### src/rtl/wash_pkg.sv
// -----------------------------------------------------------------------------
// wash_pkg
// Shared definitions for the washing-machine program sequencer:
//   - phase_t      : 3-bit phase encoding as seen on the phase output
//   - LIGHT_*      : status LED patterns per phase
//   - bcd_load     : binary 0..99 -> two packed BCD digits {tens, units}
//   - bcd_dec      : two-digit BCD decrement (caller guarantees value > 00)
//   - light_for    : LED pattern for a non-PAUSE phase
// -----------------------------------------------------------------------------
package wash_pkg;

   typedef enum logic [2:0] {
      PH_IDLE  = 3'd0,
      PH_FILL  = 3'd1,
      PH_WASH  = 3'd2,
      PH_DRAIN = 3'd3,
      PH_SPIN  = 3'd4,
      PH_DONE  = 3'd5,
      PH_PAUSE = 3'd6
   } phase_t;

   localparam logic [7:0] LIGHT_IDLE       = 8'h00;
   localparam logic [7:0] LIGHT_FILL       = 8'h01;
   localparam logic [7:0] LIGHT_WASH       = 8'h03;
   localparam logic [7:0] LIGHT_DRAIN      = 8'h07;
   localparam logic [7:0] LIGHT_SPIN       = 8'h0F;
   localparam logic [7:0] LIGHT_DONE       = 8'hFF;
   localparam logic [7:0] LIGHT_PAUSE_FLAG = 8'h80;

   function automatic logic [7:0] bcd_load(input int unsigned value);
      int unsigned tens;
      int unsigned units;
      tens  = value / 10;
      units = value % 10;
      return {tens[3:0], units[3:0]};
   endfunction

   function automatic logic [7:0] bcd_dec(input logic [7:0] bcd);
      logic [7:0] result;
      if (bcd[3:0] == 4'd0) result = {bcd[7:4] - 4'd1, 4'd9};
      else                  result = {bcd[7:4], bcd[3:0] - 4'd1};
      return result;
   endfunction

   function automatic logic [7:0] light_for(input phase_t ph);
      logic [7:0] result;
      case (ph)
         PH_FILL:  result = LIGHT_FILL;
         PH_WASH:  result = LIGHT_WASH;
         PH_DRAIN: result = LIGHT_DRAIN;
         PH_SPIN:  result = LIGHT_SPIN;
         PH_DONE:  result = LIGHT_DONE;
         default:  result = LIGHT_IDLE;
      endcase
      return result;
   endfunction

endpackage

### src/rtl/wash_bcd_timer.sv
// -----------------------------------------------------------------------------
// wash_bcd_timer
// Seconds prescaler plus two-digit BCD down-counter for one wash phase.
// Ports:
//   clk, rst      clock, asynchronous active-low reset
//   load          restart: digits <= load_val, prescaler cleared (wins over run)
//   load_val[7:0] BCD value to load
//   run           prescaler advances only while high; held otherwise
//   tick          one-cycle strobe when the prescaler is at CLK_HZ-1 and running
//   last          tick while the count reads 01 (phase ends this cycle)
//   digits[7:0]   {tens, units} BCD remaining seconds
// The counter never decrements below 01; the owner reloads it on last.
// -----------------------------------------------------------------------------
module wash_bcd_timer
   import wash_pkg::*;
#(
   parameter int unsigned CLK_HZ = 100000000
) (
   input  logic       clk,
   input  logic       rst,
   input  logic       load,
   input  logic [7:0] load_val,
   input  logic       run,
   output logic       tick,
   output logic       last,
   output logic [7:0] digits
);

   localparam int PW = (CLK_HZ > 1) ? $clog2(CLK_HZ) : 1;
   localparam logic [PW-1:0] PRESC_MAX = PW'(CLK_HZ - 1);

   logic [PW-1:0] presc;

   assign tick = run && (presc == PRESC_MAX);
   assign last = tick && (digits == 8'h01);

   always_ff @(posedge clk or negedge rst) begin
      if (!rst) begin
         presc  <= '0;
         digits <= 8'h00;
      end else if (load) begin
         presc  <= '0;
         digits <= load_val;
      end else if (run) begin
         if (tick) begin
            presc <= '0;
            if (digits > 8'h01) digits <= bcd_dec(digits);
         end else begin
            presc <= presc + 1'b1;
         end
      end
   end

endmodule

### src/rtl/wash_sequencer.sv
// -----------------------------------------------------------------------------
// wash_sequencer
// Washing-machine program sequencer: FILL -> WASH -> DRAIN (-> FILL per rinse)
// -> SPIN -> DONE, with pause/resume and a per-phase BCD seconds countdown.
// Ports:
//   clk, rst          clock, asynchronous active-low reset
//   start, pause      one-cycle front-panel pulses
//   rinses[1:0]       extra fill/wash/drain passes, sampled at start from IDLE
//   door_closed       door switch, 1 = closed
//   phase[2:0]        current phase (wash_pkg::phase_t encoding)
//   sec_hi, sec_lo    BCD remaining seconds of the current phase
//   valve_on, motor_on, pump_on   actuator enables
//   busy, done        program running / program finished
//   door_lock         (DOOR_INTERLOCK_EN only) door held locked while running
//   st_light[7:0]     status LEDs
// Build option: define DOOR_INTERLOCK_EN to make an open door in any active
// phase behave as a pause pulse and to add the door_lock output.
// All outputs are registered from the next-state decode.
// -----------------------------------------------------------------------------
module wash_sequencer
   import wash_pkg::*;
#(
   parameter int unsigned CLK_HZ  = 100000000,
   parameter int unsigned FILL_S  = 10,
   parameter int unsigned WASH_S  = 40,
   parameter int unsigned DRAIN_S = 10,
   parameter int unsigned SPIN_S  = 20
) (
   input  logic       clk,
   input  logic       rst,
   input  logic       start,
   input  logic       pause,
   input  logic [1:0] rinses,
   input  logic       door_closed,
   output logic [2:0] phase,
   output logic [3:0] sec_hi,
   output logic [3:0] sec_lo,
   output logic       valve_on,
   output logic       motor_on,
   output logic       pump_on,
   output logic       busy,
   output logic       done,
`ifdef DOOR_INTERLOCK_EN
   output logic       door_lock,
`endif
   output logic [7:0] st_light
);

   localparam logic [7:0] FILL_BCD  = bcd_load(FILL_S);
   localparam logic [7:0] WASH_BCD  = bcd_load(WASH_S);
   localparam logic [7:0] DRAIN_BCD = bcd_load(DRAIN_S);
   localparam logic [7:0] SPIN_BCD  = bcd_load(SPIN_S);

   phase_t     state, state_next;
   phase_t     saved, saved_next;
   phase_t     follow;
   logic [1:0] rinse, rinse_next;
   logic       tmr_load;
   logic [7:0] tmr_val;
   logic       tick, last, active, pause_req, phase_end;
   logic [7:0] digits;
   logic       valve_next, motor_next, pump_next, busy_next, done_next;
   logic [7:0] light_next;

   assign active = state inside {PH_FILL, PH_WASH, PH_DRAIN, PH_SPIN};
   // last already implies tick; both named so the phase-end condition reads plainly.
   assign phase_end = tick & last;

`ifdef DOOR_INTERLOCK_EN
   assign pause_req = pause | ~door_closed;
`else
   assign pause_req = pause;
`endif

   // The timer runs for every cycle spent in an active phase, including the
   // cycle in which a pause is sampled, so the fraction of a second already
   // elapsed is exactly what resumes after PAUSE.
   wash_bcd_timer #(.CLK_HZ(CLK_HZ)) u_timer (
      .clk      (clk),
      .rst      (rst),
      .load     (tmr_load),
      .load_val (tmr_val),
      .run      (active),
      .tick     (tick),
      .last     (last),
      .digits   (digits)
   );

   assign {sec_hi, sec_lo} = digits;

   always_ff @(posedge clk or negedge rst) begin
      if (!rst) begin
         state <= PH_IDLE;
         saved <= PH_IDLE;
         rinse <= 2'd0;
      end else begin
         state <= state_next;
         saved <= saved_next;
         rinse <= rinse_next;
      end
   end

   always_comb begin
      state_next = state;
      saved_next = saved;
      rinse_next = rinse;
      follow     = state;
      tmr_load   = 1'b0;
      tmr_val    = 8'h00;
      case (state)
         PH_IDLE: begin
            if (start && door_closed) begin
               state_next = PH_FILL;
               rinse_next = rinses;
               tmr_load   = 1'b1;
               tmr_val    = FILL_BCD;
            end
         end
         PH_FILL, PH_WASH, PH_DRAIN, PH_SPIN: begin
            if (phase_end) begin
               case (state)
                  PH_FILL: follow = PH_WASH;
                  PH_WASH: follow = PH_DRAIN;
                  PH_DRAIN: begin
                     if (rinse != 2'd0) begin
                        follow     = PH_FILL;
                        rinse_next = rinse - 2'd1;
                     end else begin
                        follow = PH_SPIN;
                     end
                  end
                  default: follow = PH_DONE;
               endcase
               tmr_load = 1'b1;
               case (follow)
                  PH_FILL:  tmr_val = FILL_BCD;
                  PH_WASH:  tmr_val = WASH_BCD;
                  PH_DRAIN: tmr_val = DRAIN_BCD;
                  PH_SPIN:  tmr_val = SPIN_BCD;
                  default:  tmr_val = 8'h00;
               endcase
            end
            // A pause landing on a phase boundary parks the machine at the start
            // of the following phase; finishing the program cannot be paused.
            if (pause_req && follow != PH_DONE) begin
               state_next = PH_PAUSE;
               saved_next = follow;
            end else begin
               state_next = follow;
            end
         end
         PH_DONE: begin
            if (start) state_next = PH_IDLE;
         end
         PH_PAUSE: begin
            if (start && door_closed) state_next = saved;
         end
         default: state_next = PH_IDLE;
      endcase
   end

   always_comb begin
      valve_next = (state_next == PH_FILL);
      motor_next = (state_next == PH_WASH) || (state_next == PH_SPIN);
      pump_next  = (state_next == PH_DRAIN) || (state_next == PH_SPIN);
      busy_next  = (state_next != PH_IDLE) && (state_next != PH_DONE);
      done_next  = (state_next == PH_DONE);
      if (state_next == PH_PAUSE) light_next = light_for(saved_next) | LIGHT_PAUSE_FLAG;
      else                        light_next = light_for(state_next);
   end

   always_ff @(posedge clk or negedge rst) begin
      if (!rst) begin
         phase    <= PH_IDLE;
         valve_on <= 1'b0;
         motor_on <= 1'b0;
         pump_on  <= 1'b0;
         busy     <= 1'b0;
         done     <= 1'b0;
         st_light <= LIGHT_IDLE;
`ifdef DOOR_INTERLOCK_EN
         door_lock <= 1'b0;
`endif
      end else begin
         phase    <= state_next;
         valve_on <= valve_next;
         motor_on <= motor_next;
         pump_on  <= pump_next;
         busy     <= busy_next;
         done     <= done_next;
         st_light <= light_next;
`ifdef DOOR_INTERLOCK_EN
         door_lock <= busy_next && (state_next != PH_PAUSE);
`endif
      end
   end

endmodule
### config.mk
export PLATFORM = sky130hd
export DESIGN_NAME = wash_sequencer
export DESIGN_NICKNAME = d
export VERILOG_FILES = /design/src/rtl/wash_pkg.sv /design/src/rtl/wash_bcd_timer.sv /design/src/rtl/wash_sequencer.sv
export SDC_FILE = /design/constraint.sdc
export NUM_CORES = 1
export LEC_CHECK = 0
export ABC_AREA = 1
export CORE_MARGIN = 2
export CORE_UTILIZATION = 40
export CTS_CLUSTER_SIZE = 24
export DETAILED_ROUTE_END_ITERATION = 6
export PLACE_DENSITY_LB_ADDON = 0.25
export RECOVER_POWER = 50
export SLEW_MARGIN = 20
export SYNTH_ARGS = -nofsm -noshare
export SYNTH_HDL_FRONTEND = slang
export SYNTH_SLANG_ARGS = --single-unit
### constraint.sdc
create_clock -name clk -period 3.6 [get_ports clk]
set_input_delay 0.36 -clock clk [delete_from_list [all_inputs] [get_ports clk]]
set_output_delay 0.36 -clock clk [all_outputs]
set_load 0.01 [all_outputs]
==> results.md <==
- Outcome: finished, violations left
- Failing checks: max-capacitance violations, max-slew violations
- Seq/Total Area, Yosys: 42.2%
- Syn Nets: 436
- Total CTS buffers: 5
- CP Buf/Inv Count: 2
- Clk slew on worst S/H paths: 0.11 ns
- Die Y: 93.5 um
- Syn Inst Count: 425
- Unique masters post-synth: 37
- Die ar.: 8730 sq um
- Static Leak: 1.75 nW
- Final setup fails: 0
- Synthesized area: 3200 sq um
- Worst Path Arrival: 2.77 ns
- Cell taking the most area after synthesis: dfrtp_1
- H-tree levels: 2
- Clock Tree Root: clkbuf_8
- P per Cell Area: 648 nW/um^2
- Wire length of the first global-routing pass: 12500 um
- RSZ-0062 raised after global routing: no
- Clock sinks: 54
- Synth top area cells: dfrtp_1 (42%), nand2_1 (9.5%), inv_1 (6.7%), nor2_1 (6.3%), o21ai_0 (4.1%)
- Num rows: 32
- Buffers on Ports: 30
- Final Skew: 0.00624 ns
- CP required: 3.85 ns
- Main synth FF type: dfrtp_1
- CORE AREA: 7730 sq um
- Antenna-violating nets left: 0
- Post-synth EDFFs: 0
- WL per Instance: 12.6 um
- Avg Inst Size Synth: 7.53 sq um
- Initial antenna violation count: 0
- Clock tree buffer depth: 2
- CTS resizes: 0
- Area grow syn2layout: 15.3%
- Remaining DRCs: 0
- Initial Utilization: 41.4%
- Largest net degree at the start of global routing: 35
- Synth Register Bits: 54
- Chip Width: 93.5 um
- Tmin final: 2.52 ns
- Largest delay share family, worst path: simple AND/OR/NAND/NOR gates
- Initial DRT Pass Iterations: 4
- HPWL Detailed: 5310 um
- # diodes: 0
- Global route total overflow: 0
- Endpoints failing hold: 0
- Share of cells above drive strength 1: 10.3%
- Total Routing Usage GR: 17.6%
- CP Max Fanout: 18
- Worst-margin pin slew: 1.88 ns
- Setup TNS: 0 ns
- Peak supply drop: 0.000407 V
- Top cell type's share of synthesized area: 42.2%
- Routed vias: 2826
- Tot Pwr: 0.00239 W
- Ports: 31
- Post-CTS Setup Repair Bufs: 0
- Clock latency on the worst-skew pair: 0.32 ns
- Final Max Tran Viols: 35
- Yosys Warn Count: 0
- Max transition margin: -25.3%
- HP Class: reg2reg
- Via density per instance: 5.05
- Startpoint types: flop
- Most used cell, CP: nand2_1
- CTS tree: built
- Top-count cell post-synth: nand2_1
- Layout Nets: 468
- Cts hold-fix bufs: 0
- Max-cap violations: 1
- Vias in the first global route: 2774
- Crit Path Class: reg2reg
- Initial DRC Count: 158
- Drt total wl: 7060 um
- CP max stage delay: 0.47 ns
- Slowest cell on crit path: dfrtp_1
- Crit path cell chain: nor2_2 -> nand2_1 -> nand2_1 -> nand4_4 -> nand2_4 -> inv_4 -> nand2_8 -> nand2_4 -> nor2_4 -> nand2_2 -> inv_2 -> nand2_4 -> nor2_4 -> nand2_2 -> nand2_1 -> nand2_1 -> nor2_1
- Post-synth top cells: nand2_1 (81), inv_1 (57), dfrtp_1 (54), nor2_1 (54), o21ai_0 (26)
- Final Cycle Share: 70.0%
- FFs w/ async S/R, synth: 100%
- Global placer's final weighted congestion: 0.901
- Worst setup EP type: flop
- Max Fclk: 397 MHz
-- where the power goes --
group / switching, W / leakage, nW / internal, W / total [W]
Clock: 0.000226 / 0.0506 / 0.000146 / 0.000372
Sequential: 0.000101 / 0.714 / 0.000751 / 0.000852
Combinational: 0.000742 / 0.984 / 0.000426 / 0.00117
-- per-layer routing --
| metal | global-route usage (%) | share of wire (%) |
|---|---|---|
| met5 | 0 | 0 |
| met1 | 24.5 | 49 |
| met4 | 5.39 | 1.1 |
| met2 | 28.0 | 47 |
| met3 | 3.22 | 3.1 |
-- cell usage in the layout (no fill, tap or decap), drive strengths merged --
cell type	instances
nand4	11
a21boi	1
dlygate4sd3	12
a31oi	1
a221oi	1
xor2	7
o211ai	1
a21oi	26
o2111ai	1
o31ai	1
nor4	4
inv	67
nand2	94
nor3	22
buf	1
clkdlybuf4s50	17
ha	4
o41ai	2
nand3	25
nor2	63
o21a	1
clkinv	2
o21ai	28
a211oi	4
o22ai	1
dfrtp	54
clkbuf	7
-- cell type report --
cell class | instances | area, sq um
clock inverter | 3 | 28.8
clock buffer | 5 | 68.8
inverter | 66 | 250
multi-input combinational | 298 | 1560
sequential | 54 | 1350
fill | 780 | 4040
tap | 102 | 128
timing repair buffer | 32 | 305
-- worst paths after layout --
kind | depth (start not counted) | from | slack, ns | end
max in group asynchronous | 2 | rst | 1.28 | phase[1]
min in group asynchronous | 1 | rst | 0.54 | u_timer.presc[12]
hold / removal | 1 | u_timer.presc[14] | 0.52 | u_timer.presc[14]
setup reg to reg | 17 | phase[1] | 1.08 | u_timer.presc[23]
setup / recovery | 17 | phase[1] | 1.08 | u_timer.presc[23]
hold reg to reg | 1 | u_timer.presc[14] | 0.52 | u_timer.presc[14]
-- logic make-up after synthesis --
kind of cell | Yosys count | share of synthesized area, %
AND/OR/NAND/NOR | 219 | 33.0
XOR/XNOR | 7 | 1.92
flip-flops | 54 | 42.2
buffers and inverters | 73 | 9.11
AO/OA/AOI/OAI | 68 | 12.2
adder cells (fa/ha/maj) | 4 | 1.56
-- sequential cells by signal, indices dropped and copies added (netlist names) --
| signal | flops |
|---|---|
| rinse | 2 |
| st_light | 6 |
| busy | 1 |
| phase | 3 |
| saved | 3 |
| valve_on | 1 |
| u_timer.presc | 27 |
| motor_on | 1 |
| u_timer.digits | 8 |
| pump_on | 1 |
| done | 1 |
-- stage by stage --
step	util [%]	std cells	area, sq um	hold WS [ns]	worst slack [ns]
2_1_floorplan	-	425	3200	0.0644	1.51
3_3_place_gp	46.6	552	3600	0.487	1.10
3_5_place_dp	46.6	552	3600	0.483	1.07
4_1_cts	47.8	560	3690	0.142	1.07
5_1_grt	47.7	560	3690	0.546	0.738
6_report	47.7	560	3690	0.523	1.08
No activity file was read; power rests on OpenSTA's default activity.
